===== config.mk =====
export PLATFORM = sky130hd
export DESIGN_NAME = exec_core
export DESIGN_NICKNAME = d
export VERILOG_FILES = /design/src/rtl/exec_core.sv
export SDC_FILE = /design/constraint.sdc
export NUM_CORES = 1
export LEC_CHECK = 0
export CAP_MARGIN = 15
export CORE_UTILIZATION = 55
export DETAILED_ROUTE_END_ITERATION = 12
export DONT_BUFFER_PORTS = 1
export GPL_TIMING_DRIVEN = 0
export PLACE_DENSITY = 0.71
export SETUP_SLACK_MARGIN = 0.1
export SLEW_MARGIN = 30
export SYNTH_ARGS = -nofsm -noshare
export SYNTH_HDL_FRONTEND = slang
export SYNTH_SLANG_ARGS = --single-unit
export TNS_END_PERCENT = 50

===== constraint.sdc =====
create_clock -name CLK -period 11.8 [get_ports CLK]
set_input_delay 1.18 -clock CLK [delete_from_list [all_inputs] [get_ports CLK]]
set_output_delay 1.18 -clock CLK [all_outputs]
set_load 0.02 [all_outputs]

===== src/rtl/exec_core.sv =====
// exec_core: single-cycle decode + 8x16 register file + 16-bit ALU.
// Define EXEC_CORE_SHIFT_EN to add the SLL/SRL opcodes (0x08/0x09).
module exec_core (
  input  logic         CLK,
  input  logic         RST,
  input  logic [15:0]  instr,
  output logic         halted,
  output logic [15:0]  alu_result,
  output logic [127:0] reg_state
);
  localparam int DATA_W    = 16;
  localparam int NUM_REGS  = 8;
  localparam int REG_IDX_W = 3;
  localparam logic [3:0] OP_ADD  = 4'h1;
  localparam logic [3:0] OP_SUB  = 4'h2;
  localparam logic [3:0] OP_AND  = 4'h3;
  localparam logic [3:0] OP_OR   = 4'h4;
  localparam logic [3:0] OP_XOR  = 4'h5;
  localparam logic [3:0] OP_ADDI = 4'h6;
  localparam logic [3:0] OP_LI   = 4'h7;
  localparam logic [3:0] OP_SLL  = 4'h8;
  localparam logic [3:0] OP_SRL  = 4'h9;
  logic [6:0]           opcode;
  logic [REG_IDX_W-1:0] rs, rt, rd;
  logic                 reg_write_en, itype;
  logic [3:0]           alu_op;
  logic [DATA_W-1:0]    imm, a, b;
  logic [DATA_W-1:0]    regs_q [NUM_REGS];
  logic [DATA_W-1:0]    regs_d [NUM_REGS];
  assign opcode = instr[15:9];
  assign rs     = instr[8:6];
  assign rt     = instr[5:3];
  assign rd     = instr[2:0];
  assign imm    = {{(DATA_W-3){rs[2]}}, rs};
  always_comb begin
    halted = opcode == 7'h00;
`ifdef EXEC_CORE_SHIFT_EN
    reg_write_en = opcode >= 7'h01 && opcode <= 7'h09;
`else
    reg_write_en = opcode >= 7'h01 && opcode <= 7'h07;
`endif
    itype  = opcode == 7'h06 || opcode == 7'h07;
    // Non-writing opcodes map to op 0 so the ALU output is a quiet zero.
    alu_op = reg_write_en ? opcode[3:0] : 4'h0;
  end
  assign a = itype ? imm : regs_q[rs];
  assign b = regs_q[rt];
  always_comb begin
    alu_result = (alu_op == OP_ADD || alu_op == OP_ADDI) ? a + b :
                 alu_op == OP_SUB ? a - b :
                 alu_op == OP_AND ? a & b :
                 alu_op == OP_OR  ? a | b :
                 alu_op == OP_XOR ? a ^ b :
                 alu_op == OP_LI  ? a :
`ifdef EXEC_CORE_SHIFT_EN
                 alu_op == OP_SLL ? b << a[3:0] :
                 alu_op == OP_SRL ? b >> a[3:0] :
`endif
                 '0;
  end
  always_comb begin
    regs_d = regs_q;
    if (reg_write_en) regs_d[rd] = alu_result;
  end
  always_ff @(posedge CLK or posedge RST) begin
    if (RST) regs_q <= '{default: '0};
    else     regs_q <= regs_d;
  end
  for (genvar g = 0; g < NUM_REGS; g++) begin : g_flat
    assign reg_state[g*DATA_W +: DATA_W] = regs_q[g];
  end
endmodule


==> results.yml, run 1 <==
detailed_routing:
  ant_nets: 0
  viasPerCell: 6.999
  drc_errors: 0
  finalWirelength_um: 30500
  vias: 7993
  wl_per_cell_um: 26.71
  dr.pass1.iters: 6
  drtIter0Drc: 945
yosys:
  synthTopCellsByCount: "128 x dfrtp_1, 103 x mux2_2, 71 x nand2_1, 64 x mux4_2, 58 x inv_1"
  synth-seq-area-share_pct: 34.00
  yosys.area_share.simple_pct: 10.11
  synth_area_leaders: "dfrtp_1 34%, mux4_2 15%, mux2_2 12%"
  synth_cell_type_count: 67
  synth.most_common_cell: "dfrtp_1"
  netlist_instances: 886
  synth_top_family_by_area: "multiplexers"
  ys_seq_elements: 128
  mappedNetlistArea_mm2: 0.009420
  synth-edff-count: 0
  synth_xor_area_share_pct: 0
  synth-compound-area-share_pct: 15.81
  synth_flop_cell: "dfrtp_1"
  ys_warn_count: 0
  synthesis.nets: 955
  syn_avg_cell_area_um2: 10.63
  synth_top_area_share_pct: 34.00
  yosys.area_share.adder_pct: 6.933
  post-synth-top-area-cell: "dfrtp_1"
  synth_mux_area_share_pct: 28.25
  synthArstFlopShare_pct: 100.0
setup_path:
  crit_end: "alu_result[15]"
  crit_cells: 16
  critPathLaunch: "instr[12]"
  ff2ff_setup_slack_ns: 7.14
  worstPathArrival_ns: 6.52
  critical_path.max_fanout: 10
  crit-reg2reg-launch: "reg_state[116]"
  r2r-end: "reg_state[123]"
  crit_chain: "or4_1, buf_2, nor2_1, clkbuf_1, o21ai_0, o21a_1, inv_1, ha_1, buf_2, nor2_1, o221ai_1, a311oi_1, a2111o_1, a21oi_1, o32ai_2, nand2_1"
  required_ns: 10.62
  worst-path-buf-inv: 4
  start_kind: "input pin"
  crit_type: "input pin to output port"
  worstRegToRegCells: 13
  crit_path_end_kind: "output port"
  cpMaxStageDelayCell: "a311oi_1"
  slowest_delay_ns: 0.82
  cp_top_family: "compound AO/OA/AOI/OAI gates"
layout:
  nets: 978
  drive_above_1_share_pct: 26.68
  final_core_utilization_pct: 62.26
  area_growth_pct: 9.988
  nFillCells: 1300
  diodes: 0
  largest_reg_flops: 128
die:
  die_x_um: 132.9
  rows: 47
  die_y_um: 132.9
  core_area_mm2: 0.01664
  dieArea_mm2: 0.01766
  io_pins: 163
  start_util_pct: 56.60
power_and_ir_drop:
  switching_share_pct: 32.41
  p_int_mw: 0.8584
  vdd_drop_max_mv: 0.1127
  switching_power_mw: 0.4116
  leakagePower_nw: 4.515
  power_frac_seq_pct: 40.7
  power_density_mw_per_mm2: 122.6
  p_clk_share_pct: 39.7
  comb_power_share_pct: 19.6
sta:
  fin_crit_sh_pct: 65.24
  setup-tns-final_ns: 0
  max_freq_mhz: 129.9
  setup_viol_count_final: 0
  min_period_ns: 7.699
  rsz0062_at_grt: "false"
  slew_viol_final: 0
  hold_viol_final: 0
  tightest_slew_ns: 1.003
  finalClockSkew_ns: 0.008396
  relSlewSlack_pct: 31.22
  fin_hold_ws_ns: 0.5987
flow_run:
  maxCapViolations: 0
global_routing:
  grt_pass1_vias: 7798
  grtUsageTotal_pct: 35.70
  gr-usage-met1_pct: 47.50
  grt_pass1_wl_um: 47070
  overflow: 0
  met2_usage_pct: 55.82
  met3_usage_pct: 10.46
  grt_max_degree: 76
  grt_busiest_layer: "met2"
  grt_antenna_before_repair: 0
placement:
  port_buffers: 0
  dp_hpwl_um: 22380
  place.gp.congestion: 0.9177
clock_tree:
  postCtsHoldBufs: 0
  cts_setup_buffers: 0
  cts_buffers: 17
  htreeDepth: 4
  cts_resized: 0
  clkLatencyLatePin_ns: 0.43
  cts_max_path_buffers: 2
  clk_pin_slew_ns: 0.06
  cts_sinks: 128
  cts_tree: "yes"
  cts_root_buffer: "clkbuf_16"
outcome:
  status: "finished clean"
hold_path:
  hold_class: "input pin to async pin"
==> worst min path at each step <==
stage                    end  slack (ns)  depth (start not counted)
2_1_floorplan  reg_state[28]        0.61                          2
4_1_cts        reg_state[28]        0.62                          1
5_1_grt        reg_state[44]        0.63                          1
3_5_place_dp   reg_state[62]        0.66                          2
6_report       reg_state[28]        0.60                          1
3_3_place_gp   reg_state[60]        0.65                          2
==> logic make-up (layout without fill, tap and decap cells) <==
| logic type | after synthesis | after routing |
|---|---|---|
| adder cells (fa/ha/maj) | 51 | 51 |
| flip-flops | 128 | 128 |
| multiplexers | 173 | 173 |
| buffers and inverters | 119 | 155 |
| AND/OR/NAND/NOR | 199 | 199 |
| AO/OA/AOI/OAI | 216 | 216 |
==> cells in the final DEF (no fill, tap or decap), types with 5 or more instances in the layout <==
cell         n
a221o_1      6
buf_2        9
o21ai_2      6
ha_1        49
mux2i_1      6
nand2b_1     5
o31ai_1      5
nor2_1      54
and3_1       5
a31oi_1     10
o21a_1      16
o21ai_0     51
clkbuf_1    46
a21oi_2      8
nand2_1     71
inv_1       57
mux4_2      64
nand3_1      8
a21oi_1     43
clkbuf_16   17
o221ai_1     8
o211ai_1     5
o22ai_1      6
and2_1       6
a221oi_1    10
nor3_1      13
o21bai_1     5
mux2_2     103
nor3b_1      5
nor2b_1     10
dfrtp_1    128
==> per-stage QoR <==
stage          cell area (µm²)  setup slack [ns]  power, mW  instances
2_1_floorplan             9420             5.398     0.6978        886
3_3_place_gp              9696             4.228     0.7591       1106
3_5_place_dp              9786             4.218     0.7670       1110
4_1_cts                  10350             4.194      1.264       1142
5_1_grt                  10360             3.805      1.309       1142
6_report                 10360             4.101      1.270       1142
==> metal layers <==
layer	up-vias	wire (µm)
met5	-	0
met2	483	14280
met1	4045	11970
met4	0	1035
met3	95	3216
li1	3370	-
==> cell type report <==
cell class | instances | area, µm² | area share [%]
Multi-Input combinational cell | 639 | 5793 | 55.91
Sequential cell | 128 | 3203 | 30.91
Clock buffer | 20 | 456.7 | 4.408
Tap cell | 220 | 275.3 | 2.657
Buffer | 61 | 250.2 | 2.415
Inverter | 58 | 225.2 | 2.174
Clock inverter | 12 | 110.1 | 1.063
Timing Repair Buffer | 4 | 47.55 | 0.4589
==> power by group through the flow <==
stage | logic (mW) | clock network, mW | registers [mW]
floorplan | 0.185 | 0 | 0.512
global placement | 0.237 | 0 | 0.522
detailed placement | 0.243 | 0 | 0.524
CTS | 0.245 | 0.503 | 0.516
global route | 0.269 | 0.521 | 0.519
finish | 0.249 | 0.504 | 0.517
Note: power is estimated with default switching activity, not from simulation.
==> run 2, diff against run 1 <==
--- a/config.mk
+++ b/config.mk
@@ -10,7 +10,7 @@
 export DETAILED_ROUTE_END_ITERATION = 12
 export DONT_BUFFER_PORTS = 1
 export GPL_TIMING_DRIVEN = 0
-export PLACE_DENSITY = 0.71
+export PLACE_DENSITY = 0.74
 export SETUP_SLACK_MARGIN = 0.1
 export SLEW_MARGIN = 30
 export SYNTH_ARGS = -nofsm -noshare
==> constraint.sdc (replaced) <==
create_clock -name CLK -period 6.7 [get_ports CLK]
set_input_delay 0.67 -clock CLK [delete_from_list [all_inputs] [get_ports CLK]]
set_output_delay 0.67 -clock CLK [all_outputs]
set_load 0.02 [all_outputs]
==> run 2 against run 1 <==
  * Utilization up 0.32 points
  * Critical path depth unchanged
  * Via count down 0.41%
  * Clock power up 89%
  * Global-route usage up 0.71 points
  * Worst hold slack worse by 0.54 ns
  * Clock skew down 0.0017 ns
  * Combinational power up 79%
  * Sequential share of layout area down 0.16 points
  * Routed wire length up 1.7%
  * Die area unchanged
  * Largest power group is now the clock network
  * Highest routed layer unchanged
==> results.yml, run 2 (synthesis gave the netlist of run 1 again) <==
detailed_routing:
  viasPerCell: 6.976
  drc_errors: 0
  ant_nets: 0
  drtIter0Drc: 880
  vias: 7960
  dr.pass1.iters: 5
  wl_per_cell_um: 27.19
  finalWirelength_um: 31030
power_and_ir_drop:
  p_clk_share_pct: 41.4
  vdd_drop_max_mv: 0.2489
  total_power_mw: 2.308
  p_int_mw: 1.578
  comb_power_share_pct: 19.3
  power_frac_seq_pct: 39.4
  leakagePower_nw: 4.520
  power_density_mw_per_mm2: 221.6
  switching_share_pct: 31.64
  switching_power_mw: 0.7301
sta:
  fin_crit_sh_pct: 95.71
  min_period_ns: 6.412
  finalClockSkew_ns: 0.006710
  relSlewSlack_pct: 27.12
  rsz0062_at_grt: "false"
  setup-tns-final_ns: 0
  max_freq_mhz: 156.0
  fin_hold_ws_ns: 0.05559
  slew_viol_final: 0
  hold_viol_final: 0
  fin_ws_ns: 0.2877
  setup_viol_count_final: 0
  tightest_slew_ns: 1.093
global_routing:
  grt_pass1_wl_um: 47770
  overflow: 0
  grt_max_degree: 95
  grt_pass1_vias: 8050
  grtUsageTotal_pct: 36.41
  grt_antenna_before_repair: 0
clock_tree:
  cts_sinks: 128
  htreeDepth: 4
  cts_root_buffer: "clkbuf_16"
  cts_tree: "yes"
  clkLatencyLatePin_ns: 0.43
  clk_pin_slew_ns: 0.06
  cts_setup_buffers: 0
  cts_max_path_buffers: 2
  cts_buffers: 17
  postCtsHoldBufs: 0
  cts_resized: 1
die:
  die_y_um: 132.9
  core_area_mm2: 0.01664
  die_x_um: 132.9
  rows: 47
  io_pins: 163
  dieArea_mm2: 0.01766
  start_util_pct: 56.60
layout:
  mostFrequentLayoutCell: "dfrtp_1"
  area_growth_pct: 10.56
  diodes: 0
  nets: 977
  largest_reg_flops: 128
  drive_above_1_share_pct: 26.93
  most-common-layout-cells: "128 x dfrtp_1, 103 x mux2_2, 71 x nand2_1"
  final_area_mm2: 0.01042
setup_path:
  ff2ff_setup_slack_ns: 2.27
  r2r-end: "reg_state[62]"
  start_kind: "input pin"
  crit-reg2reg-launch: "reg_state[32]"
  critical_path.max_fanout: 10
  crit_type: "input pin to output port"
  crit_path_end_kind: "output port"
  worstRegToRegCells: 13
  worstPathArrival_ns: 5.74
  required_ns: 6.03
placement:
  port_buffers: 0
  dp_hpwl_um: 22450
  post_dp_cell_area_mm2: 0.009789
  place.gp.congestion: 0.9541
  dp_slack_ns: 0.1462
flow_run:
  maxCapViolations: 0
hold_path:
  hold_class: "input pin to async pin"
outcome:
  status: "finished clean"
[run 2: how the worst max path moves through the flow]
stage	startpoint	endpoint	slack, ns
5_1_grt	instr[12]	alu_result[13]	0.13
4_1_cts	instr[12]	alu_result[14]	0.16
6_report	instr[12]	alu_result[14]	0.29
3_5_place_dp	instr[12]	alu_result[15]	0.15
2_1_floorplan	instr[3]	alu_result[14]	1.32
3_3_place_gp	instr[3]	alu_result[14]	0.07
[run 2: through the flow]
stage	util, %	std cells
detailed placement	58.82	1109
finish	62.58	1141
global route	62.58	1141
floorplan	-	886
CTS	62.49	1141
global placement	58.26	1106
[run 2: cell type report]
type	instances	area [µm²]
fillers	1274	6227
multi-input cells	639	5821
flip-flops and latches	128	3203
clock buffers	19	442.9
well taps	220	275.3
plain buffers	61	249.0
inverters	58	225.2
clock inverters	13	161.4
repair buffers	3	37.54
[run 2: critical path, cell delays in order]
cell and delay, ns:
or4_1 0.54, buf_2 0.23, nor2_2 0.49, clkbuf_1 0.52, o21ai_0 0.19, o21a_1 0.17
inv_1 0.08, ha_1 0.22, clkbuf_1 0.23, o21ai_0 0.27, nor2b_1 0.15, buf_2 0.21
nor3b_1 0.10, o41ai_1 0.50, mux2i_2 0.67, nor2b_1 0.48
[run 2: power groups by stage]
stage	logic (mW)	clock network, mW	registers, mW
after global placement	0.418	0	0.919
after CTS	0.433	0.956	0.908
after global routing	0.483	0.986	0.912
after detailed placement	0.428	0	0.921
after floorplan	0.327	0	0.902
final	0.445	0.954	0.909
[run 2: metal layers]
layer	vias up	GRT usage, %	wire length (µm)
li1	3350	-	-
met1	3959	45.72	11650
met2	546	56.14	14280
met3	105	12.64	3801
met4	0	17.82	1303
met5	-	0	0
==> run 3, diff against run 2 <==
--- a/config.mk
+++ b/config.mk
@@ -12,7 +12,8 @@
 export GPL_TIMING_DRIVEN = 0
 export PLACE_DENSITY = 0.74
 export SETUP_SLACK_MARGIN = 0.1
-export SLEW_MARGIN = 30
+export SKIP_LAST_GASP = 1
+export SLEW_MARGIN = 20
 export SYNTH_ARGS = -nofsm -noshare
 export SYNTH_HDL_FRONTEND = slang
 export SYNTH_SLANG_ARGS = --single-unit
==> run 3 against run 2 <==
  * Worst hold slack improved by 0.13 ns
  * Clock skew rose by 0.00054 ns
  * Combinational power hardly changed
  * Setup slack improved by 0.088 ns
  * Fmax grew 1.4%
  * Power up 5.2%
  * Critical path depth unchanged
  * Routed wire length grew 0.67%
  * Die area unchanged
  * Sequential power hardly changed
  * Final area up 0.63%
  * Cell count stayed put
  * Largest power group unchanged
==> results.yml, run 3 (synthesis gave the netlist of run 1 again) <==
clock_tree:
  cts_max_path_buffers: 2
  cts_root_buffer: "clkbuf_16"
  htreeDepth: 4
  cts_buffers: 17
  clkLatencyLatePin_ns: 0.43
  clk_pin_slew_ns: 0.06
  cts_tree: "yes"
  cts_sinks: 128
sta:
  relSlewSlack_pct: 25.80
  hold_viol_final: 0
  slew_viol_final: 0
  rsz0062_at_grt: "true"
  setup-tns-final_ns: 0
  tightest_slew_ns: 1.113
  setup_viol_count_final: 0
  min_period_ns: 6.325
  finalClockSkew_ns: 0.007246
  fin_hold_ws_ns: 0.1869
  fin_crit_sh_pct: 94.40
  max_freq_mhz: 158.1
  fin_ws_ns: 0.3753
setup_path:
  required_ns: 6.03
  worstPathArrival_ns: 5.65
  crit-reg2reg-launch: "reg_state[32]"
  ff2ff_setup_slack_ns: 2.21
  critPathLaunch: "instr[12]"
  crit_type: "input pin to output port"
  start_kind: "input pin"
  crit_chain: "or4_1, buf_2, nor2_2, clkbuf_1, o21ai_0, o21a_1, inv_1, ha_1, clkbuf_1, o21ai_0, nor2b_1, buf_2, nor3b_1, o41ai_1, mux2i_2, nor2b_1"
  cpMaxStageDelayCell: "mux2i_2"
  worstRegToRegCells: 13
  crit_path_end_kind: "output port"
  r2r-end: "reg_state[126]"
  slowest_delay_ns: 0.70
  worst-path-buf-inv: 5
  crit_cells: 16
  critical_path.max_fanout: 10
  crit_end: "alu_result[14]"
  cp_top_family: "simple AND/OR/NAND/NOR gates"
placement:
  place.gp.congestion: 0.9541
  place_inst: 1108
  post_dp_cell_area_mm2: 0.009761
  dp_hpwl_um: 22360
  port_buffers: 0
  dp_slack_ns: 0.1472
layout:
  nets: 978
  largest_reg_flops: 128
  area_growth_pct: 11.25
  final_area_mm2: 0.01048
  nFillCells: 1270
  diodes: 0
  final_core_utilization_pct: 62.97
  mostFrequentLayoutCell: "dfrtp_1"
  drive_above_1_share_pct: 26.71
  instances_no_fill: 1141
  most-common-layout-cells: "128 x dfrtp_1, 103 x mux2_2, 71 x nand2_1"
die:
  start_util_pct: 56.60
  die_x_um: 132.9
  core_area_mm2: 0.01664
  rows: 47
  dieArea_mm2: 0.01766
  die_y_um: 132.9
  io_pins: 163
detailed_routing:
  drtIter0Drc: 847
  viasPerCell: 7.060
  finalWirelength_um: 31240
  ant_nets: 0
  dr.pass1.iters: 5
  vias: 8056
  wl_per_cell_um: 27.38
  drc_errors: 0
power_and_ir_drop:
  leakagePower_nw: 4.552
  total_power_mw: 2.427
  power_density_mw_per_mm2: 231.6
  vdd_drop_max_mv: 0.1738
hold_path:
  hold_class: "input pin to async pin"
global_routing:
  overflow: 0
  grt_max_degree: 68
  grt_antenna_before_repair: 0
  grt_pass1_vias: 7894
  grt_pass1_wl_um: 47270
  grtUsageTotal_pct: 36.19
flow_run:
  maxCapViolations: 0
outcome:
  status: "finished clean"
## run 3: cell types whose count changed in the layout (fill, tap and decap cells not counted), moves of 2 or more
cell,change
buf_2,-6
buf_1,+2
bufinv_16,+3
clkinv_2,-2
clkbuf_2,+2
## run 3: per-layer routing
layer  vias to the layer above  wire length (µm)  share of wire (%)  global-route usage [%]
li1                       3352                 -                  -                       -
met1                      4000             11460                 37                   45.77
met2                       597             14420                 46                   56.11
met3                       107              4145                 13                   13.07
met4                         0              1211                3.9                   15.39
met5                         -                 0                  0                       0
## run 3: worst min-delay path by stage
stage          slack (ns)            end  depth (start not counted)     startpoint
2_1_floorplan        0.61  reg_state[28]                          2  reg_state[28]
3_3_place_gp         0.65  reg_state[93]                          2  reg_state[93]
3_5_place_dp         0.64  reg_state[28]                          1            RST
4_1_cts              0.20  reg_state[28]                          1            RST
5_1_grt              0.23  reg_state[28]                          1            RST
6_report             0.19  reg_state[28]                          1            RST
## run 3: final cells by class
| type | instances | area (µm²) | share of cell area (%) |
|---|---|---|---|
| Buffer | 61 | 246.5 | 2.352 |
| Clock buffer | 18 | 439.2 | 4.191 |
| Clock inverter | 13 | 234.0 | 2.233 |
| Inverter | 58 | 222.7 | 2.125 |
| Multi-Input combinational cell | 639 | 5806 | 55.40 |
| Sequential cell | 128 | 3203 | 30.56 |
| Tap cell | 220 | 275.3 | 2.627 |
| Timing Repair Buffer | 4 | 53.80 | 0.5134 |
## run 3: report_power, final
group / internal (mW) / switching (mW) / total (mW)
sequential: 0.810 / 0.100 / 0.911
combinational: 0.173 / 0.272 / 0.445
clock: 0.707 / 0.364 / 1.07
total: 1.69 / 0.737 / 2.43
## run 3: what timing repair did
item                       4_1_cts  5_1_grt
setup buffers                    0        0
resized for setup                0        4
hold buffers                     0        0
setup endpoints to repair        0        4
